`config.mk`:
```
export PLATFORM = sky130hd
export DESIGN_NAME = arith_unit_mc_flat
export DESIGN_NICKNAME = d
export VERILOG_FILES = /design/src/rtl/arith_pkg.sv /design/src/rtl/arith_unit_mc_if.sv /design/src/rtl/arith_div_seq.sv /design/src/rtl/arith_unit_mc.sv /design/src/flat_wrapper.sv
export SDC_FILE = /design/constraint.sdc
export NUM_CORES = 1
export LEC_CHECK = 0
export CAP_MARGIN = 20
export CORE_MARGIN = 3
export CORE_UTILIZATION = 35
export DETAILED_ROUTE_END_ITERATION = 12
export GPL_TIMING_DRIVEN = 1
export SLEW_MARGIN = 20
export SYNTH_ARGS = -nofsm -noshare
export SYNTH_HDL_FRONTEND = slang
export SYNTH_HIERARCHICAL = 1
export SYNTH_SLANG_ARGS = --single-unit
```
`constraint.sdc`:
```
create_clock -name CLK -period 2.8 [get_ports CLK]
set_input_delay 0.42 -clock CLK [delete_from_list [all_inputs] [get_ports CLK]]
set_output_delay 0.42 -clock CLK [all_outputs]
set_load 0.02 [all_outputs]
```
`src/rtl/arith_pkg.sv`:
```
// Shared definitions for the multi-cycle arithmetic unit.
//   - ARITH_ADD/SUB/MUL/DIV : alu_fun opcode values driven by the ALU decoder
//   - arith_state_e         : control FSM encoding (ST_IDLE, ST_DIV, ST_DONE)
package arith_pkg;

    localparam logic [1:0] ARITH_ADD = 2'b00;
    localparam logic [1:0] ARITH_SUB = 2'b01;
    localparam logic [1:0] ARITH_MUL = 2'b10;
    localparam logic [1:0] ARITH_DIV = 2'b11;

    typedef enum logic [1:0] {
        ST_IDLE = 2'd0,
        ST_DIV  = 2'd1,
        ST_DONE = 2'd2
    } arith_state_e;

endpackage

```
`src/rtl/arith_unit_mc_if.sv`:
```
// Request/result bundle between the ALU decoder and arith_unit_mc.
//   arith_enable, alu_fun, A, B : request (master -> unit)
//   arith_ready                 : unit can take a request this cycle
//   arith_out, arith_hi         : low / high result words
//   carry_out, div_zero         : status, held between result pulses
//   arith_flag                  : one-cycle result-valid pulse
// master: the requester (ALU decoder). slave: the arithmetic unit.
interface arith_unit_mc_if #(
    parameter int Width = 16
);
    logic             arith_enable;
    logic [1:0]       alu_fun;
    logic [Width-1:0] A;
    logic [Width-1:0] B;
    logic             arith_ready;
    logic [Width-1:0] arith_out;
    logic [Width-1:0] arith_hi;
    logic             carry_out;
    logic             div_zero;
    logic             arith_flag;

    modport master (
        output arith_enable, alu_fun, A, B,
        input  arith_ready, arith_out, arith_hi, carry_out, div_zero, arith_flag
    );

    modport slave (
        input  arith_enable, alu_fun, A, B,
        output arith_ready, arith_out, arith_hi, carry_out, div_zero, arith_flag
    );
endinterface

```
`src/rtl/arith_div_seq.sv`:
```
// Iterative restoring divider, one quotient bit per clock.
// Ports:
//   clk, rst_n      : clock, asynchronous active-low reset
//   start           : load dividend/divisor and begin Width iterations
//   dividend,divisor: unsigned operands, sampled only on start
//   busy            : iterations in progress
//   done            : high during the cycle whose edge performs the last iteration
//   quo, rem        : result of the iteration performed at the coming edge;
//                     equal to the final quotient/remainder while done is high
// The caller must not assert start with divisor == 0.
module arith_div_seq #(
    parameter int Width = 16
) (
    input  logic             clk,
    input  logic             rst_n,
    input  logic             start,
    input  logic [Width-1:0] dividend,
    input  logic [Width-1:0] divisor,
    output logic             busy,
    output logic             done,
    output logic [Width-1:0] quo,
    output logic [Width-1:0] rem
);
    localparam int CNT_W = $clog2(Width + 1);

    logic [Width-1:0] quo_q, rem_q, div_q;
    logic [CNT_W-1:0] cnt_q;
    logic             busy_q;

    logic [Width:0]   shifted;
    logic             fits;
    logic [Width-1:0] quo_nxt, rem_nxt;

    // {rem,quo} shifted left by one; the partial remainder needs one extra
    // bit before the trial subtraction, the result always fits in Width.
    always_comb begin
        shifted = {rem_q, quo_q[Width-1]};
        fits    = (shifted >= {1'b0, div_q});
        rem_nxt = fits ? Width'(shifted - {1'b0, div_q}) : shifted[Width-1:0];
        quo_nxt = {quo_q[Width-2:0], fits};
    end

    // Step outputs are exposed combinationally so the caller can register the
    // final result on the same edge as the last iteration.
    assign quo  = quo_nxt;
    assign rem  = rem_nxt;
    assign busy = busy_q;
    assign done = busy_q && (cnt_q == CNT_W'(1));

    always_ff @(posedge clk or negedge rst_n) begin
        if (!rst_n) begin
            quo_q  <= '0;
            rem_q  <= '0;
            div_q  <= '0;
            cnt_q  <= '0;
            busy_q <= 1'b0;
        end else if (start) begin
            quo_q  <= dividend;
            rem_q  <= '0;
            div_q  <= divisor;
            cnt_q  <= CNT_W'(Width);
            busy_q <= 1'b1;
        end else if (busy_q) begin
            quo_q <= quo_nxt;
            rem_q <= rem_nxt;
            cnt_q <= cnt_q - CNT_W'(1);
            if (cnt_q == CNT_W'(1))
                busy_q <= 1'b0;
        end
    end

endmodule

```
`src/rtl/arith_unit_mc.sv`:
```
// Multi-cycle arithmetic unit: add/sub/mul in one cycle, iterative div.
// Ports:
//   CLK  : clock, rising edge
//   RST  : asynchronous active-low reset
//   bus  : arith_unit_mc_if.slave (request, ready, results, flag)
// Results are registered; arith_flag pulses one cycle when they change.
// add/sub/mul: flag the cycle after accept, unit stays ready every cycle.
// div: ready drops for Width cycles, flag in the following (DONE) cycle,
//      where a new request may already be accepted. Div by zero returns
//      all ones / A with div_zero, with single-cycle latency.
// Build option: define ARITH_SAT_EN to saturate add/sub/mul results
// instead of wrapping; carry_out and arith_hi still report the true values.
module arith_unit_mc
    import arith_pkg::*;
#(
    parameter int Width = 16
) (
    input  logic           CLK,
    input  logic           RST,
    arith_unit_mc_if.slave bus
);

    arith_state_e     state;
    logic             ready_q, flag_q, carry_q, dz_q;
    logic [Width-1:0] out_q, hi_q;

    logic [Width:0]     sum, diff;
    logic [2*Width-1:0] prod;
    logic [Width-1:0]   op_lo, op_hi;
    logic               op_c;

    logic             accept, b_zero, start_div;
    logic             div_busy, div_done;
    logic [Width-1:0] div_quo, div_rem;

    assign accept    = bus.arith_enable & ready_q;
    assign b_zero    = (bus.B == '0);
    assign start_div = accept && (bus.alu_fun == ARITH_DIV) && !b_zero;

    // Single-cycle ops. The extra sum/diff bit is the carry / borrow.
    always_comb begin
        sum   = {1'b0, bus.A} + {1'b0, bus.B};
        diff  = {1'b0, bus.A} - {1'b0, bus.B};
        prod  = {{Width{1'b0}}, bus.A} * {{Width{1'b0}}, bus.B};
        op_lo = '0;
        op_hi = '0;
        op_c  = 1'b0;
        case (bus.alu_fun)
            ARITH_ADD: begin
                op_lo = sum[Width-1:0];
                op_c  = sum[Width];
`ifdef ARITH_SAT_EN
                if (sum[Width]) op_lo = '1;
`endif
            end
            ARITH_SUB: begin
                op_lo = diff[Width-1:0];
                op_c  = diff[Width];
`ifdef ARITH_SAT_EN
                if (diff[Width]) op_lo = '0;
`endif
            end
            ARITH_MUL: begin
                op_lo = prod[Width-1:0];
                op_hi = prod[2*Width-1:Width];
`ifdef ARITH_SAT_EN
                if (prod[2*Width-1:Width] != '0) op_lo = '1;
`endif
            end
            default: ;
        endcase
    end

    arith_div_seq #(.Width(Width)) u_div (
        .clk      (CLK),
        .rst_n    (RST),
        .start    (start_div),
        .dividend (bus.A),
        .divisor  (bus.B),
        .busy     (div_busy),
        .done     (div_done),
        .quo      (div_quo),
        .rem      (div_rem)
    );

    always_ff @(posedge CLK or negedge RST) begin
        if (!RST) begin
            state   <= ST_IDLE;
            ready_q <= 1'b1;
            flag_q  <= 1'b0;
            out_q   <= '0;
            hi_q    <= '0;
            carry_q <= 1'b0;
            dz_q    <= 1'b0;
        end else begin
            case (state)
                // DONE only differs from IDLE in that the div flag is up.
                ST_IDLE, ST_DONE: begin
                    flag_q <= 1'b0;
                    state  <= ST_IDLE;
                    if (accept) begin
                        if (bus.alu_fun != ARITH_DIV) begin
                            out_q   <= op_lo;
                            hi_q    <= op_hi;
                            carry_q <= op_c;
                            dz_q    <= 1'b0;
                            flag_q  <= 1'b1;
                        end else if (b_zero) begin
                            out_q   <= '1;
                            hi_q    <= bus.A;
                            carry_q <= 1'b0;
                            dz_q    <= 1'b1;
                            flag_q  <= 1'b1;
                        end else begin
                            ready_q <= 1'b0;
                            state   <= ST_DIV;
                        end
                    end
                end
                ST_DIV: begin
                    flag_q <= 1'b0;
                    if (div_done) begin
                        out_q   <= div_quo;
                        hi_q    <= div_rem;
                        carry_q <= 1'b0;
                        dz_q    <= 1'b0;
                        flag_q  <= 1'b1;
                        ready_q <= 1'b1;
                        state   <= ST_DONE;
                    end else if (!div_busy) begin
                        // divider lost its operation: recover without a pulse
                        ready_q <= 1'b1;
                        state   <= ST_IDLE;
                    end
                end
                default: begin
                    flag_q  <= 1'b0;
                    ready_q <= 1'b1;
                    state   <= ST_IDLE;
                end
            endcase
        end
    end

    assign bus.arith_ready = ready_q;
    assign bus.arith_out   = out_q;
    assign bus.arith_hi    = hi_q;
    assign bus.carry_out   = carry_q;
    assign bus.div_zero    = dz_q;
    assign bus.arith_flag  = flag_q;

endmodule

```
`src/flat_wrapper.sv`:
```
// flat-port wrapper written by rule: the top's interface ports become plain ports
module arith_unit_mc_flat import arith_pkg::*;
#(
    parameter int Width = 16
)
  (CLK, RST, bus_arith_enable, bus_alu_fun, bus_A, bus_B, bus_arith_ready, bus_arith_out, bus_arith_hi, bus_carry_out, bus_div_zero, bus_arith_flag);
  arith_unit_mc_if #(.Width(Width)) bus_i ();
  input  logic CLK;
  input  logic RST;
  input wire logic [$bits(bus_i.arith_enable)-1:0] bus_arith_enable;
  input wire logic [$bits(bus_i.alu_fun)-1:0] bus_alu_fun;
  input wire logic [$bits(bus_i.A)-1:0] bus_A;
  input wire logic [$bits(bus_i.B)-1:0] bus_B;
  output wire logic [$bits(bus_i.arith_ready)-1:0] bus_arith_ready;
  output wire logic [$bits(bus_i.arith_out)-1:0] bus_arith_out;
  output wire logic [$bits(bus_i.arith_hi)-1:0] bus_arith_hi;
  output wire logic [$bits(bus_i.carry_out)-1:0] bus_carry_out;
  output wire logic [$bits(bus_i.div_zero)-1:0] bus_div_zero;
  output wire logic [$bits(bus_i.arith_flag)-1:0] bus_arith_flag;
  assign bus_i.arith_enable = bus_arith_enable;
  assign bus_i.alu_fun = bus_alu_fun;
  assign bus_i.A = bus_A;
  assign bus_i.B = bus_B;
  assign bus_arith_ready = bus_i.arith_ready;
  assign bus_arith_out = bus_i.arith_out;
  assign bus_arith_hi = bus_i.arith_hi;
  assign bus_carry_out = bus_i.carry_out;
  assign bus_div_zero = bus_i.div_zero;
  assign bus_arith_flag = bus_i.arith_flag;
  arith_unit_mc #(.Width(Width)) u_core (.CLK(CLK), .RST(RST), .bus(bus_i));
endmodule
```
## Word level (Yosys, flattened, before mapping)

Cells that the tools add are included.

- $add $sub $neg: 4
- Multiply operators: 1
- Magnitude comparators: 1
- Equality and inequality tests: 13
- Muxes and demuxes: 49
- Bitwise gates (word level): 1
- Reduce and logical (&&, ||, !) cells: 12

Operators by type and width:

| cell | number |
|---|---|
| $mux W16 | 14 |
| $pmux W16 S2 | 2 |
| $pmux W16 S3 | 1 |
| $mul A16 B16 Y32 | 1 |
| $mux W1 | 20 |
| $add A16 B16 Y17 | 1 |
| $ge A17 B16 Y1 | 1 |
| $sub A16 B16 Y17 | 1 |
| $logic_not A16 Y1 | 1 |
| $sub A16 B16 Y16 | 1 |
| $mux W5 | 2 |
| $pmux W1 S2 | 5 |
| $mux W2 | 4 |
| $reduce_and A4 Y1 | 2 |
| $eq A2 B2 Y1 const B | 3 |
| $ne A2 B2 Y1 const B | 3 |
| $eq A5 B1 Y1 const B | 1 |
| $sub A5 B1 Y5 const B | 1 |
| $eq A2 B1 Y1 const B | 2 |
| $logic_not A2 Y1 | 2 |
| $ne A2 B1 Y1 const B | 2 |
| $pmux W2 S2 | 1 |
| $reduce_bool A2 Y1 | 2 |
| $logic_and A1 B1 Y1 | 3 |
| 5 further kinds | 5 |

- Bits in registers: 92
- Input bits: 37
- Output and inout port bits: 36

## Logic depth before layout (Yosys ltp)

- Depth after elaboration: 5
- Gate-level depth with buffers: 24

## By module

The synthesis kept the hierarchy.

Modules (own cells, without submodules):

| module | instances | cells an instance | area an instance (µm²) | seq. area each (µm²) |
|---|---|---|---|---|
| arith_unit_mc | 1 | 1443 | 12060.3 | 952.2 |
| arith_div_seq | 1 | 415 | 3661.0 | 1351.3 |

## Worst setup path before layout

OpenSTA, ideal clock, no wires.

- Path kind: input to register
- Start: in bus_B[9]
- End: reg u_core.hi_q[11], in the netlist u_core/bus.arith_hi[11]
- Data arrival time: 5845 ps
- Required time: 2690 ps
- Slack: -3156 ps
- Stages: 22
- Path buffers: 3
- Cell sequence: buf_6 clkbuf_1 nand2_1 fa_1 fa_1 inv_1 fa_1 fa_1 fa_1 inv_1 fa_1 inv_1 ha_1 clkbuf_1 a21oi_1 o21ai_0 a41oi_1 o21ai_0 a22o_1 nor3_1 xor2_1 o41ai_1

- Cells in the longest elaborated chain, start to end: 5
- Elaborated cells on any way between the ends: 8
- Those cells by class: 1 x mul; 1 x eq/ne; 4 x mux; 2 x reduce/logical

Ends and longest elaborated chain:

| what | line | source |
|---|---|---|
| from (decl) | flat_wrapper.sv:13 | `input wire logic [$bits(bus_i.B)-1:0] bus_B;` |
| $mul A16 B16 Y32 | arith_unit_mc.sv:44 | `prod = {{Width{1'b0}}, bus.A} * {{Width{1'b0}}, bus.B};` |
| $mux W16 | arith_unit_mc.sv:48 | `case (bus.alu_fun)` |
| $mux W16 | arith_unit_mc.sv:102 | `if (bus.alu_fun != ARITH_DIV) begin` |
| $mux W16 | arith_unit_mc.sv:101 | `if (accept) begin` |
| $pmux W16 S2 | arith_unit_mc.sv:96 | `case (state)` |
| to (signal assigned) | arith_unit_mc.sv:104 | `hi_q <= op_hi;` |
| to (signal assigned) | arith_unit_mc.sv:110 | `hi_q <= bus.A;` |
| to (signal assigned) | arith_unit_mc.sv:124 | `hi_q <= div_rem;` |
| to (decl) | arith_unit_mc.sv:25 | `logic [Width-1:0] out_q, hi_q;` |

Parallel ways exist; a longest one is shown, timed or not. The select of a mux whose other input is x is not followed.
A chain may end at the register's enable or synchronous reset.

## Worst setup path in the final report

- Start: in bus_B[5]
- End: reg u_core.hi_q[15], in the netlist u_core/bus.arith_hi[15]

The elaborated chain is that of the path after synthesis.

==> flow_summary_export.csv <==
group,metric,value,unit
timing,maxSlewViolCount,0,
global_route,grt_max_degree,53,
global_route,overflow,0,
timing,fin_ws,-2.740,ns
global_route,antenna_found_initial,1,
setup_path,reg2reg_depth,14,
clocking,cts_buffer_depth,2,
setup_path,crit_path_start,"bus_B[5]",
drt,routed_via_density,5.250,
synth,syn-num-nets,2246,
synth,ys_seq_area_share,14.65,%
synth,synth-main-ff-cell,"dfrtp_1",
timing,max_clock_freq,0.1805,GHz
timing,setup_viol,28,
clocking,cts_inserted_buffers,9,
run_status,status,"complete, but fails checks",
die,ioPinCount,73,
cells_and_area,drive_gt1_share,34.40,%
place,gp_congestion,0.9559,
synth,ys_top_cells_by_area,"fa_1 25%, dfrtp_1 14%, ha_1 12%, inv_1 6.9%, nand2_1 5.7%",
synth,ys_ff_latch,92,
synth,yosys_warnings,6,
place,dpl.hpwl,43960,um
cells_and_area,syn_to_final_growth,43.36,%
synth,avgSynthCellArea,8.461,um^2
flow_run,cap_viol_max_count,0,
die,dieHeight,217.9,um
cells_and_area,antenna_cells,0,
global_route,grt_pass1_vias,15896,
timing,rsz0062_at_grt,"yes",
synth,postSynth.asyncResetShare,100.0,%
drt,first_iter_violations,1046,
clocking,cts_root_buffer,"clkbuf_16",
timing,max_slew_margin,60.74,%
place,portBuffers,72,
drt,vias,15121,
setup_path,r2r-end,"u_core/bus.arith_hi[12]",
die,initial_utilization,35.47,%
timing,hold_violations,0,
die,die_x,217.9,um
setup_path,crit_fanout,5,
global_route,grt_pass1_wl,89140,um
cells_and_area,layout_commonest_cell,"buf_4",
synth,netlist_area,15720,um^2
synth,ys_types,86,
setup_path,worstSetupStartpointType,"input port",
synth,yosys.area.top_type,"fa_1",
drt,drc_errors,0,
clocking,hold_buffers,0,
run_status,violations,"setup timing",
drt,drtAntennaViolNets,0,
synth,netlist_instances,1858,
setup_path,crit_path_end_kind,"flop",
cells_and_area,layout.nets,2671,
clocking,htreeDepth,3,
setup_path,r2r_slack,-0.31,ns
clocking,clock_sinks,92,
die,dieArea,47500,um^2
timing,timing.final.crit_share,197.8,%
min_path,holdCritPathClass,"in2async",
cells_and_area,most-common-layout-cells,"346 x buf_4, 239 x inv_1, 219 x nand2_1, 177 x fa_1, 117 x ha_1",
synth,synth_top_area_share,25.09,%
clocking,clk_pin_slew,0.07,ns
clocking,worstSkewPairLatency,0.35,ns
synth,synth_edf_count,0,
timing,post-route-min-period,5.540,ns
die,core,44320,um^2
setup_path,r2r-start,"u_core/u_div/quo_q[15]",
cells_and_area,final_util,50.86,%
setup_path,cp.required,3.03,ns
setup_path,critPathArrivalTime,5.77,ns
setup_path,critPathKind,"in2reg",
drt,wire_per_inst,19.95,um
clocking,cts_tree,"built",
timing,fin_skew,0.01005,ns
global_route,grt.total_usage,24.08,%
timing,whs,0.05674,ns
drt,drt_wl_total,57470,um
drt,dr.pass1.iters,5,
timing,tightest_slew,0.5890,ns
die,placementRows,77,
-- cells by family (layout without fill, tap and decap cells) --
group | Yosys count | in the layout | synth area share, %
buffers and inverters | 397 | 827 | 10.22
AOI/OAI and AO/OA | 357 | 357 | 14.98
adders and majority gates | 351 | 351 | 37.34
xor gates and xnor gates | 51 | 51 | 2.841
and+or+nand+nor | 580 | 580 | 17.87
muxes | 30 | 30 | 2.101
DFF | 92 | 92 | 14.65
-- sequential cells by signal (all words and copies together), names as in the netlist --
register	flops
u_core/bus.arith_ready	1
u_core/u_div/cnt_q	5
u_core/bus.div_zero	1
u_core/bus.arith_out	16
u_core/bus.carry_out	1
u_core/bus.arith_hi	16
u_core/bus.arith_flag	1
u_core/u_div/div_q	16
u_core/u_div/quo_q	16
u_core/u_div/rem_q	16
u_core/state	2
u_core/u_div/busy	1
-- repair_timing --
item,in CTS,in global routing
gates resized for setup,330,165
pin swaps,147,135
endpoints found under the setup margin,38,38
setup buffers,56,25
endpoints found under the hold margin,0,0
cloned,11,0
-- stage by stage --
| stage | setup slack [ns] | std cells | instance area [um^2] | setup TNS (ns) |
|---|---|---|---|---|
| after floorplan | -2.666 | 1858 | 16350 | -58.50 |
| after global placement | -3.862 | 2782 | 20040 | -104.94 |
| after detailed placement | -3.786 | 2782 | 20040 | -105.22 |
| after CTS | -2.795 | 2860 | 21930 | -64.79 |
| after global routing | -2.923 | 2880 | 22540 | -67.96 |
| final | -2.740 | 2880 | 22540 | -63.94 |
-- per-layer routing --
layer | share of wire (%) | up-vias | track usage [%] | routed length [um]
met4 | 3.5 | 2 | 7.371 | 2016
li1 | - | 6938 | - | -
met3 | 4.9 | 101 | 2.815 | 2814
met5 | 0.017 | - | 0 | 10
met1 | 44 | 7629 | 32.52 | 25040
met2 | 48 | 451 | 40.54 | 27590
-- worst max-delay path, cell delays in order --
cell	delay, ns
buf_8	0.10
buf_8	0.13
buf_6	0.12
and2_4	0.13
fa_1	0.51
inv_2	0.04
fa_1	0.48
inv_1	0.05
fa_1	0.48
fa_1	0.51
fa_1	0.56
inv_2	0.04
fa_1	0.51
inv_2	0.05
ha_4	0.26
a21oi_4	0.17
o21ai_2	0.09
a41oi_2	0.15
o21ai_2	0.11
a22o_4	0.29
o311ai_4	0.31
and3_1	0.19
o31ai_1	0.07
-- worst max-delay path by stage --
stage          slack, ns                       to
6_report           -2.74  u_core/bus.arith_hi[15]
5_1_grt            -2.92  u_core/bus.arith_hi[11]
4_1_cts            -2.79   u_core/bus.arith_hi[7]
3_5_place_dp       -3.79  u_core/bus.arith_hi[11]
3_3_place_gp       -3.86   u_core/bus.arith_hi[7]
2_1_floorplan      -2.67  u_core/bus.arith_hi[15]
-- area by class of cell --
cell class | instances | area (um^2)
clock buffer | 9 | 225.2
tap | 592 | 740.7
timing repair buffer | 518 | 4882
multi-input combinational | 1369 | 13190
fill | 4038 | 21780
clock inverter | 7 | 83.83
inverter | 293 | 1116
sequential | 92 | 2303
-- synthesized netlist by cell type (all sizes together), types with 6 or more instances --
master    n
inv     291
nand2   240
fa      197
ha      154
and2    106
o21ai    97
dfrtp    91
nor2     91
a21oi    82
clkbuf   72
nor3     38
xnor2    36
buf      32
o21a     24
a31oi    21
mux2i    21
nand3    19
a21o     17
nand2b   15
xor2     15
nor2b    14
o31ai    14
a211oi   11
and3     11
o221ai   10
mux2      9
nand4     9
a221oi    8
o211ai    8
or3       7
or4       7
a41oi     6
o41ai     6
Power is not shown: default switching activity piles up to over one toggle a cycle in this logic, so the estimate is an artifact.
